## src/rtl/coor_pkg.sv

```systemverilog
// Shared widths, packed coordinate layout and skid-buffer state type for the
// coordinate decoder slice.
package coor_pkg;

    localparam int COOR_W  = 16;
    localparam int IDX_W   = 32;
    localparam int ROW_MSB = 31;
    localparam int ROW_LSB = 16;
    localparam int COL_MSB = 15;
    localparam int COL_LSB = 0;

    // Packed order puts row in [31:16] and col in [15:0] of the output word.
    typedef struct packed {
        logic [COOR_W-1:0] row;
        logic [COOR_W-1:0] col;
    } coord_t;

    typedef struct packed {
        coord_t coord;
        logic   tuser;
        logic   tlast;
    } beat_t;

    localparam int BEAT_W = $bits(beat_t);

    typedef enum logic [1:0] {
        SKID_EMPTY,
        SKID_ONE,
        SKID_FULL
    } skid_state_e;

    function automatic logic [IDX_W-1:0] pack_coord(input coord_t c);
        return {c.row, c.col};
    endfunction

endpackage

```

## src/rtl/axis_skid_buf.sv

```systemverilog
// Two-entry AXI4-Stream skid buffer: registered ready, one-cycle latency,
// full throughput, payload held stable while the consumer stalls.
module axis_skid_buf
    import coor_pkg::*;
#(
    parameter int W = BEAT_W
) (
    input  logic         clk_i,
    input  logic         rst_ni,
    input  logic         s_valid_i,
    input  logic [W-1:0] s_data_i,
    output logic         s_ready_o,
    output logic         m_valid_o,
    output logic [W-1:0] m_data_o,
    input  logic         m_ready_i
);

    skid_state_e  state_q, state_d;
    logic [W-1:0] slot0_q, slot0_d;
    logic [W-1:0] slot1_q, slot1_d;
    logic         ready_q, ready_d;
    logic         push, pop;

    assign push      = s_valid_i & ready_q;
    assign pop       = m_valid_o & m_ready_i;
    assign m_valid_o = (state_q != SKID_EMPTY);
    assign m_data_o  = slot0_q;
    assign s_ready_o = ready_q;

    always_comb begin
        // NOTE: every next-state signal gets a default first so no path can infer a latch.
        state_d = state_q;
        slot0_d = slot0_q;
        slot1_d = slot1_q;
        unique case (state_q)
            SKID_EMPTY: begin
                if (push) begin
                    slot0_d = s_data_i;
                    state_d = SKID_ONE;
                end
            end
            SKID_ONE: begin
                unique case ({push, pop})
                    2'b10: begin
                        slot1_d = s_data_i;
                        state_d = SKID_FULL;
                    end
                    2'b11:   slot0_d = s_data_i;
                    2'b01:   state_d = SKID_EMPTY;
                    default: ;
                endcase
            end
            SKID_FULL: begin
                // Ready is low whenever FULL, so no push can arrive here.
                if (pop) begin
                    slot0_d = slot1_q;
                    state_d = SKID_ONE;
                end
            end
            default: state_d = SKID_EMPTY;
        endcase
        ready_d = (state_d != SKID_FULL);
    end

    always_ff @(posedge clk_i or negedge rst_ni) begin
        // NOTE: sequential state uses non-blocking assignments so all registers update together.
        if (!rst_ni) begin
            state_q <= SKID_EMPTY;
            ready_q <= 1'b0;
            // NOTE: the payload slots are reset because slot0 drives the output word directly.
            slot0_q <= '0;
            slot1_q <= '0;
        end else begin
            state_q <= state_d;
            ready_q <= ready_d;
            slot0_q <= slot0_d;
            slot1_q <= slot1_d;
        end
    end

endmodule

```

## src/rtl/coor_decoder.sv

```systemverilog
// Linear-index to (row, col) decoder with sequence/framing checks and a skid-buffered
// AXI4-Stream video output. Optional err_cnt port under COOR_DECODER_ERR_CNT_EN.
module coor_decoder
    import coor_pkg::*;
#(
    parameter int ROW = 4,
    parameter int COL = 6
) (
    input  logic             s_axis_aclk,
    input  logic             s_axis_aresetn,
    input  logic             s_axis_tvalid,
    input  logic [IDX_W-1:0] s_axis_tdata,
    input  logic             s_axis_tlast,
    output logic             s_axis_tready,
    output logic             m_axis_tvalid,
    output logic [IDX_W-1:0] m_axis_tdata,
    output logic             m_axis_tuser,
    output logic             m_axis_tlast,
    input  logic             m_axis_tready,
    input  logic             err_clr,
    output logic             seq_err,
    output logic             tlast_err,
`ifdef COOR_DECODER_ERR_CNT_EN
    output logic [15:0]      err_cnt,
`endif
    output logic             frame_done
);

    localparam logic [COOR_W-1:0] ROW_LAST = COOR_W'(ROW - 1);
    localparam logic [COOR_W-1:0] COL_LAST = COOR_W'(COL - 1);
    localparam logic [IDX_W-1:0]  IDX_LAST = IDX_W'(ROW) * IDX_W'(COL) - IDX_W'(1);

    logic [COOR_W-1:0] row_c_q, row_c_d;
    logic [COOR_W-1:0] col_c_q, col_c_d;
    logic [IDX_W-1:0]  exp_idx_q, exp_idx_d;
    logic              seq_err_q, seq_err_d;
    logic              tlast_err_q, tlast_err_d;
    logic              accept, exp_last, seq_hit, tlast_hit;
    beat_t             beat_in, beat_out;

    assign accept    = s_axis_tvalid & s_axis_tready;
    assign exp_last  = (exp_idx_q == IDX_LAST);
    assign seq_hit   = accept & (s_axis_tdata != exp_idx_q);
    assign tlast_hit = accept & (s_axis_tlast != exp_last);

    always_comb begin
        row_c_d   = row_c_q;
        col_c_d   = col_c_q;
        exp_idx_d = exp_idx_q;
        if (accept) begin
            if (s_axis_tlast) begin
                // Any tlast resyncs the frame, which recovers from an early tlast.
                row_c_d   = '0;
                col_c_d   = '0;
                exp_idx_d = '0;
            end else begin
                if (col_c_q == COL_LAST) begin
                    col_c_d = '0;
                    row_c_d = (row_c_q == ROW_LAST) ? '0 : row_c_q + COOR_W'(1);
                end else begin
                    col_c_d = col_c_q + COOR_W'(1);
                end
                exp_idx_d = exp_last ? '0 : exp_idx_q + IDX_W'(1);
            end
        end
        // A fresh error outranks a simultaneous clear.
        seq_err_d   = seq_hit   | (seq_err_q   & ~err_clr);
        tlast_err_d = tlast_hit | (tlast_err_q & ~err_clr);
    end

    always_comb begin
        beat_in.coord.row = row_c_q;
        beat_in.coord.col = col_c_q;
        beat_in.tuser     = (row_c_q == '0) && (col_c_q == '0);
        beat_in.tlast     = (col_c_q == COL_LAST);
    end

    always_ff @(posedge s_axis_aclk or negedge s_axis_aresetn) begin
        if (!s_axis_aresetn) begin
            row_c_q     <= '0;
            col_c_q     <= '0;
            exp_idx_q   <= '0;
            seq_err_q   <= 1'b0;
            tlast_err_q <= 1'b0;
        end else begin
            row_c_q     <= row_c_d;
            col_c_q     <= col_c_d;
            exp_idx_q   <= exp_idx_d;
            seq_err_q   <= seq_err_d;
            tlast_err_q <= tlast_err_d;
        end
    end

    axis_skid_buf #(
        .W(BEAT_W)
    ) u_skid (
        .clk_i    (s_axis_aclk),
        .rst_ni   (s_axis_aresetn),
        .s_valid_i(s_axis_tvalid),
        .s_data_i (beat_in),
        .s_ready_o(s_axis_tready),
        .m_valid_o(m_axis_tvalid),
        .m_data_o (beat_out),
        .m_ready_i(m_axis_tready)
    );

    assign m_axis_tdata = pack_coord(beat_out.coord);
    assign m_axis_tuser = beat_out.tuser;
    assign m_axis_tlast = beat_out.tlast;
    assign seq_err      = seq_err_q;
    assign tlast_err    = tlast_err_q;
    assign frame_done   = m_axis_tvalid & m_axis_tready &
                          (beat_out.coord.row == ROW_LAST) & (beat_out.coord.col == COL_LAST);

`ifdef COOR_DECODER_ERR_CNT_EN
    logic [15:0] err_cnt_q, err_cnt_d;
    logic        any_hit;

    assign any_hit = seq_hit | tlast_hit;

    always_comb begin
        err_cnt_d = err_cnt_q;
        if (err_clr) begin
            err_cnt_d = {15'd0, any_hit};
        end else if (any_hit && (err_cnt_q != 16'hFFFF)) begin
            err_cnt_d = err_cnt_q + 16'd1;
        end
    end

    always_ff @(posedge s_axis_aclk or negedge s_axis_aresetn) begin
        if (!s_axis_aresetn) begin
            err_cnt_q <= '0;
        end else begin
            err_cnt_q <= err_cnt_d;
        end
    end

    assign err_cnt = err_cnt_q;
`endif

endmodule
```

## config.mk

```make
export PLATFORM = sky130hd
export DESIGN_NAME = coor_decoder
export DESIGN_NICKNAME = d
export VERILOG_FILES = /design/src/rtl/coor_pkg.sv /design/src/rtl/axis_skid_buf.sv /design/src/rtl/coor_decoder.sv
export SDC_FILE = /design/constraint.sdc
export NUM_CORES = 1
export LEC_CHECK = 0
export ABC_AREA = 1
export CORE_MARGIN = 3
export CORE_UTILIZATION = 50
export CTS_CLUSTER_SIZE = 30
export DETAILED_ROUTE_END_ITERATION = 6
export PLACE_DENSITY_LB_ADDON = 0.05
export SETUP_SLACK_MARGIN = 0.1
export SYNTH_ARGS = -nofsm -noshare
export SYNTH_HDL_FRONTEND = slang
export SYNTH_HIERARCHICAL = 1
export SYNTH_SLANG_ARGS = --single-unit
```

## constraint.sdc

```tcl
create_clock -name s_axis_aclk -period 1.9 [get_ports s_axis_aclk]
set_input_delay 0.285 -clock s_axis_aclk [delete_from_list [all_inputs] [get_ports s_axis_aclk]]
set_output_delay 0.285 -clock s_axis_aclk [all_outputs]
set_load 0.02 [all_outputs]
```

==> After elaboration in Yosys (flattened, before gate mapping) <==
Cells that the tools add are included.
{ "op_classes": {"add_sub_neg": 3, "n_mul": 0, "div": 0, "order_cmp": 0, "n_eq_ne": 16, "n_shift": 0, "n_mux": 15, "bitwise_logic": 11, "reduce_logical": 10} }
{ "op_table": {"columns": ["cell", "count"], "rows": [
  ["34-bit 2-to-1 mux", 3],
  ["34-bit one-hot mux with 3 select lines", 1],
  ["16-bit 2-to-1 mux", 5],
  ["32-bit 2-to-1 mux", 2],
  ["16-bit by 1-bit adder with 16-bit output, second input constant", 2],
  ["32-bit by 1-bit adder with 32-bit output, second input constant", 1],
  ["16-bit by 2-bit == test with 1-bit output, second input constant", 2],
  ["16-bit by 3-bit == test with 1-bit output, second input constant", 2],
  ["32-bit by 5-bit == test with 1-bit output, second input constant", 1],
  ["16-bit zero test", 2],
  ["32-bit inequality test", 1],
  ["1-bit AND", 8],
  ["2-bit == test, second input constant", 3],
  ["2-bit inequality test, second input constant", 3],
  ["2-bit one-hot mux with 3 select lines", 1],
  ["2-bit by 1-bit == test with 1-bit output, second input constant", 2],
  ["2-bit 2-to-1 mux", 2],
  ["2-bit one-hot mux with 2 select lines", 1],
  ["2-bit AND reduction", 2],
  ["4-bit AND reduction", 1],
  ["2-bit nonzero test", 2],
  ["3-bit nonzero test", 1],
  ["2-bit zero test", 1],
  ["2-bit by 1-bit inequality test with 1-bit output, second input constant", 1],
  ["4 further kinds", 5]
]} }
{ "totals": {"ff_bits": 137, "latch_bits": 0, "ramBits": 0, "romBits": 0, "input_bits": 38, "n_memories": 0} }

==> Depth between registers and ports, before layout <==
{ "logic_depth": {"ltp_word": 6, "depth_mapped": 11} }

==> Modules after synthesis <==
Netlist, hierarchy kept.
{ "modules_own_cells": {"columns": ["module", "instances", "cells_each", "area_per_inst_um2", "seq_area_each_um2"], "rows": [
  ["coor_decoder", 1, 769, 5082.4, 1651.6],
  ["axis_skid_buf", 1, 434, 3347.0, 1776.7]
]} }

==> Worst setup path after synthesis <==
Ideal clock, no wire load.
{ "synth_path": {"kind": "register to register", "start": "reg u_skid.state_q[1]", "end": "reg u_skid.slot1_q[10]", "arrival_time_ns": 1.511, "t_required_ns": 1.783, "setup_slack_ns": 0.272, "stages_incl_launch_ff": 10, "synth_period_minus_slack_ns": 1.628, "path_cell_list": "dfrtp_1 nor2_2 nor2_1 inv_1 ha_1 clkbuf_1 nand2_2 clkbuf_1 nand2_1 nand2_1"} }
{ "synth_between": {"elab_chain_len": 4, "word_cells_on_any_way": 5} }
{ "synth_lines": {"columns": ["item", "line_no", "rtl"], "rows": [
  ["start, declared", "axis_skid_buf.sv:18", "skid_state_e state_q, state_d;"],
  ["start signal, assigned", "axis_skid_buf.sv:74", "state_q <= state_d;"],
  ["2-bit nonzero test", "axis_skid_buf.sv:26", "assign m_valid_o = (state_q != SKID_EMPTY);"],
  ["1-bit AND", "axis_skid_buf.sv:25", "assign pop = m_valid_o & m_ready_i;"],
  ["2-bit == test", "axis_skid_buf.sv:43", "unique case ({push, pop})"],
  ["2-bit AND reduction (no source line) (*)", null, null],
  ["end signal, assigned", "axis_skid_buf.sv:77", "slot1_q <= slot1_d;"],
  ["end, declared", "axis_skid_buf.sv:20", "logic [W-1:0] slot1_q, slot1_d;"]
]} }
Mark *: on every way between the ends. The rest lies on a longest branch, timed or not.
A chain may end at the register's enable or synchronous reset.

==> Worst setup path after layout <==
{ "layout_path": {"start": "reg u_skid.slot0_q[28] (netlist: u_skid/m_data_o[28])", "end": "out frame_done"} }
{ "layout_between": {"elab_chain_len": 3} }
{ "layout_lines": {"columns": ["item", "line_no", "rtl"], "rows": [
  ["start, declared", "axis_skid_buf.sv:19", "logic [W-1:0] slot0_q, slot0_d;"],
  ["start signal, assigned", "axis_skid_buf.sv:76", "slot0_q <= slot0_d;"],
  ["16-bit by 2-bit == test with 1-bit output", "coor_decoder.sv:113", "(beat_out.coord.row == ROW_LAST) & (beat_out.coord.col == COL_LAST);"],
  ["1-bit AND", "coor_decoder.sv:112", "assign frame_done = m_axis_tvalid & m_axis_tready &"],
  ["1-bit AND", "coor_decoder.sv:113", null],
  ["end, declared", "coor_decoder.sv:26", "output logic frame_done"]
]} }
Every way passes these cells.

==> run summary <==
Initial antenna violation count: 0
Initial DRC count: 446
Core Footprint: 16,200 sq um
Most frequent cells in the layout: 444 x nand2_1, 155 x nand3_1, 136 x dfrtp_1
Violated checks: negative setup slack
Layout cells sized above 1: 0.133
# port buffers: 76
Final instance area: 10,500 sq um
Die height: 136 um
Vias in the first global route: 7,376
IO Pins: 77
Synth Warn #: 6
Skew final: 9.42 ps
Place WS: -339 ps
Top cells by area, synth: dfrtp_1 41%, nand2_1 20%, nand3_1 9.2%
Initial core utilization: 0.521
First-pass GRT wire length: 35.2 mm
Cts bufs inserted: 17
Fillers: 1,495
Total power: 9970 uW
Pins Over Slew Limit: 0
WS Path Type: flip-flop to output pin
Setup TNS: -13.6 ps
Top cell type's share of synthesized area: 0.407
Skew-Pair Late Insertion Delay: 430 ps
Rel. slew slack: 0.677
Largest area contributor in the netlist: dfrtp_1
CTS tree: done
RSZ-0062 raised after global routing: true
Row cnt: 46
Hold Vio Cnt, Final: 0
Tmin final: 1910 ps
Vias per cell: 5.07
Leak Pwr: 0.00535 uW
TritonRoute pass-1 iters: 5
WP data arrival: 1630 ps
Residual DRC: 0
Fin nets: 1,368
CTS Sinks: 137
Worst slew pin tran: 480 ps
Outcome: finished with violations
Ant. Diodes: 0
Commonest non-fill, non-tap cell in the layout: nand2_1
Die ar.: 18,500 sq um
CP startpoint kind: flip-flop
Worst-path clk slew: 70 ps
Via count: 7,866
Max-cap violations: 0
Hold WS: 293 ps
Mapped Avg Cell Area: 7.01 sq um
Clock Tree Root: clkbuf_16
Routability cong.: 0.905
Tcrit/Tclk final: 1.01
Die Wd: 136 um
DP HPWL: 15.5 mm
Post-synthesis register bit count: 137
Area Overhead vs Synth: 24.7%
Wire per inst: 13.6 um
Sequential share of the synthesized area: 0.407
Req. time, crit path: 1620 ps
Crit Path Max Fanout: 2
Clock buffer depth: 2
Routed Antenna Nets: 0
Grt total ovfl: 0
Final setup violating endpoints: 1
Worst Slack Setup Final: -13.6 ps
Pwr dens: 949 nW/um^2
Syn Nets: 1,249
Post-Synthesis Cells: 1,203
Setup crit end kind: output pin
Final WL: 21.1 mm
F_max: 523 MHz
All-Layer GR Usage: 0.237
Peak VDD IR: 0.724 mV
Placed Area: 9800 sq um
Largest net degree at the start of global routing: 44
Worst hold path type: input port to asynchronous set/reset pin
Mapped Area: 8430 sq um
Synth unique cells: 37
H-tree levels: 4
-- cell type report --
| class | instances | area (sq um) | area share |
|---|---|---|---|
| Sequential cell | 137 | 3430 | 0.326 |
| Timing Repair Buffer | 156 | 1480 | 0.141 |
| Inverter | 89 | 335 | 0.0319 |
| Tap cell | 216 | 270 | 0.0257 |
| Clock inverter | 14 | 184 | 0.0175 |
| Multi-Input combinational cell | 921 | 4390 | 0.417 |
| Clock buffer | 17 | 425 | 0.0405 |
-- final timing paths --
kind / from / to / slack [ps] / cells past startpoint
hold reg to reg: u_skid/slot1_q[3] / u_skid/slot1_q[3] / 470 / 2
setup reg to reg: exp_idx_q[8] / exp_idx_q[21] / 220 / 9
max in group asynchronous: s_axis_aresetn / exp_idx_q[10] / 950 / 3
hold / removal: s_axis_aresetn / u_skid/m_data_o[12] / 290 / 2
min in group s_axis_aclk: err_clr / seq_err / 450 / 4
setup / recovery: u_skid/m_data_o[28] / frame_done / -10 / 5
-- synth_stat cells --
cell,count
o31ai_1,1
ha_1,8
nor2_4,7
nand2_1,444
xor2_1,19
nand2_2,11
xnor2_1,30
o21ai_1,11
clkinv_2,1
nand3b_1,1
nor3b_1,1
buf_1,4
nand3_4,1
nand2_4,1
inv_2,4
clkbuf_1,15
nor3_1,15
inv_1,84
dfrtp_1,137
nor4_1,7
o211ai_1,1
nor2_2,21
buf_6,9
nor3_2,1
nor2_1,135
a21oi_4,1
buf_4,9
or2_2,1
and2_1,2
nand4_1,20
a21oi_1,2
o22ai_1,1
o21ai_0,17
o21ai_2,1
buf_2,19
nand3_2,6
nand3_1,155
-- repair_timing --
item | 4_1_cts | 5_1_grt
gates resized for setup | 11 | 22
gates cloned | 0 | 0
setup buffers | 0 | 1
hold buffers | 1 | 0
pin swaps | 5 | 4
setup endpoints to repair | 3 | 43
endpoints found under the hold margin | 28 | 0
-- worst max-delay path: stages, from the launching register on --
cell     delay [ps]
dfrtp_1         390
nor4_2          270
buf_4           150
nand4_1         130
nor2_1          120
buf_4           150
-- where the power goes --
group	internal, uW	total (uW)	switching, uW
combinational	1140	3070	1930
clock	2090	3470	1380
sequential	3200	3440	239
total	6430	9970	3540
-- per-layer routing --
metal	wire, um	track usage
met5	0	0
met4	432	0.0778
met3	805	0.0389
met2	10400	0.408
met1	9480	0.306
-- kinds of logic after synthesis --
logic type / share of synthesized area
flops: 0.407
fa+ha+maj: 0.0119
simple gates: 0.428
buf+inv: 0.0796
xor+xnor: 0.0509
compound gates: 0.0233
-- state kept, by name, summed over array words and instances (netlist names) --
name / flops
u_skid/m_data_o: 34
u_skid/slot1_q: 34
exp_idx_q: 32
col_c_q: 16
row_c_q: 16
u_skid/state_q: 2
seq_err: 1
tlast_err: 1
u_skid/s_ready_o: 1
-- stage by stage --
stage          utilization  std cells
3_5_place_dp         0.606       1517
6_report             0.650       1550
2_1_floorplan            -       1203
3_3_place_gp         0.606       1517
4_1_cts              0.645       1549
5_1_grt              0.650       1550
No activity file was read; power rests on OpenSTA's default activity.
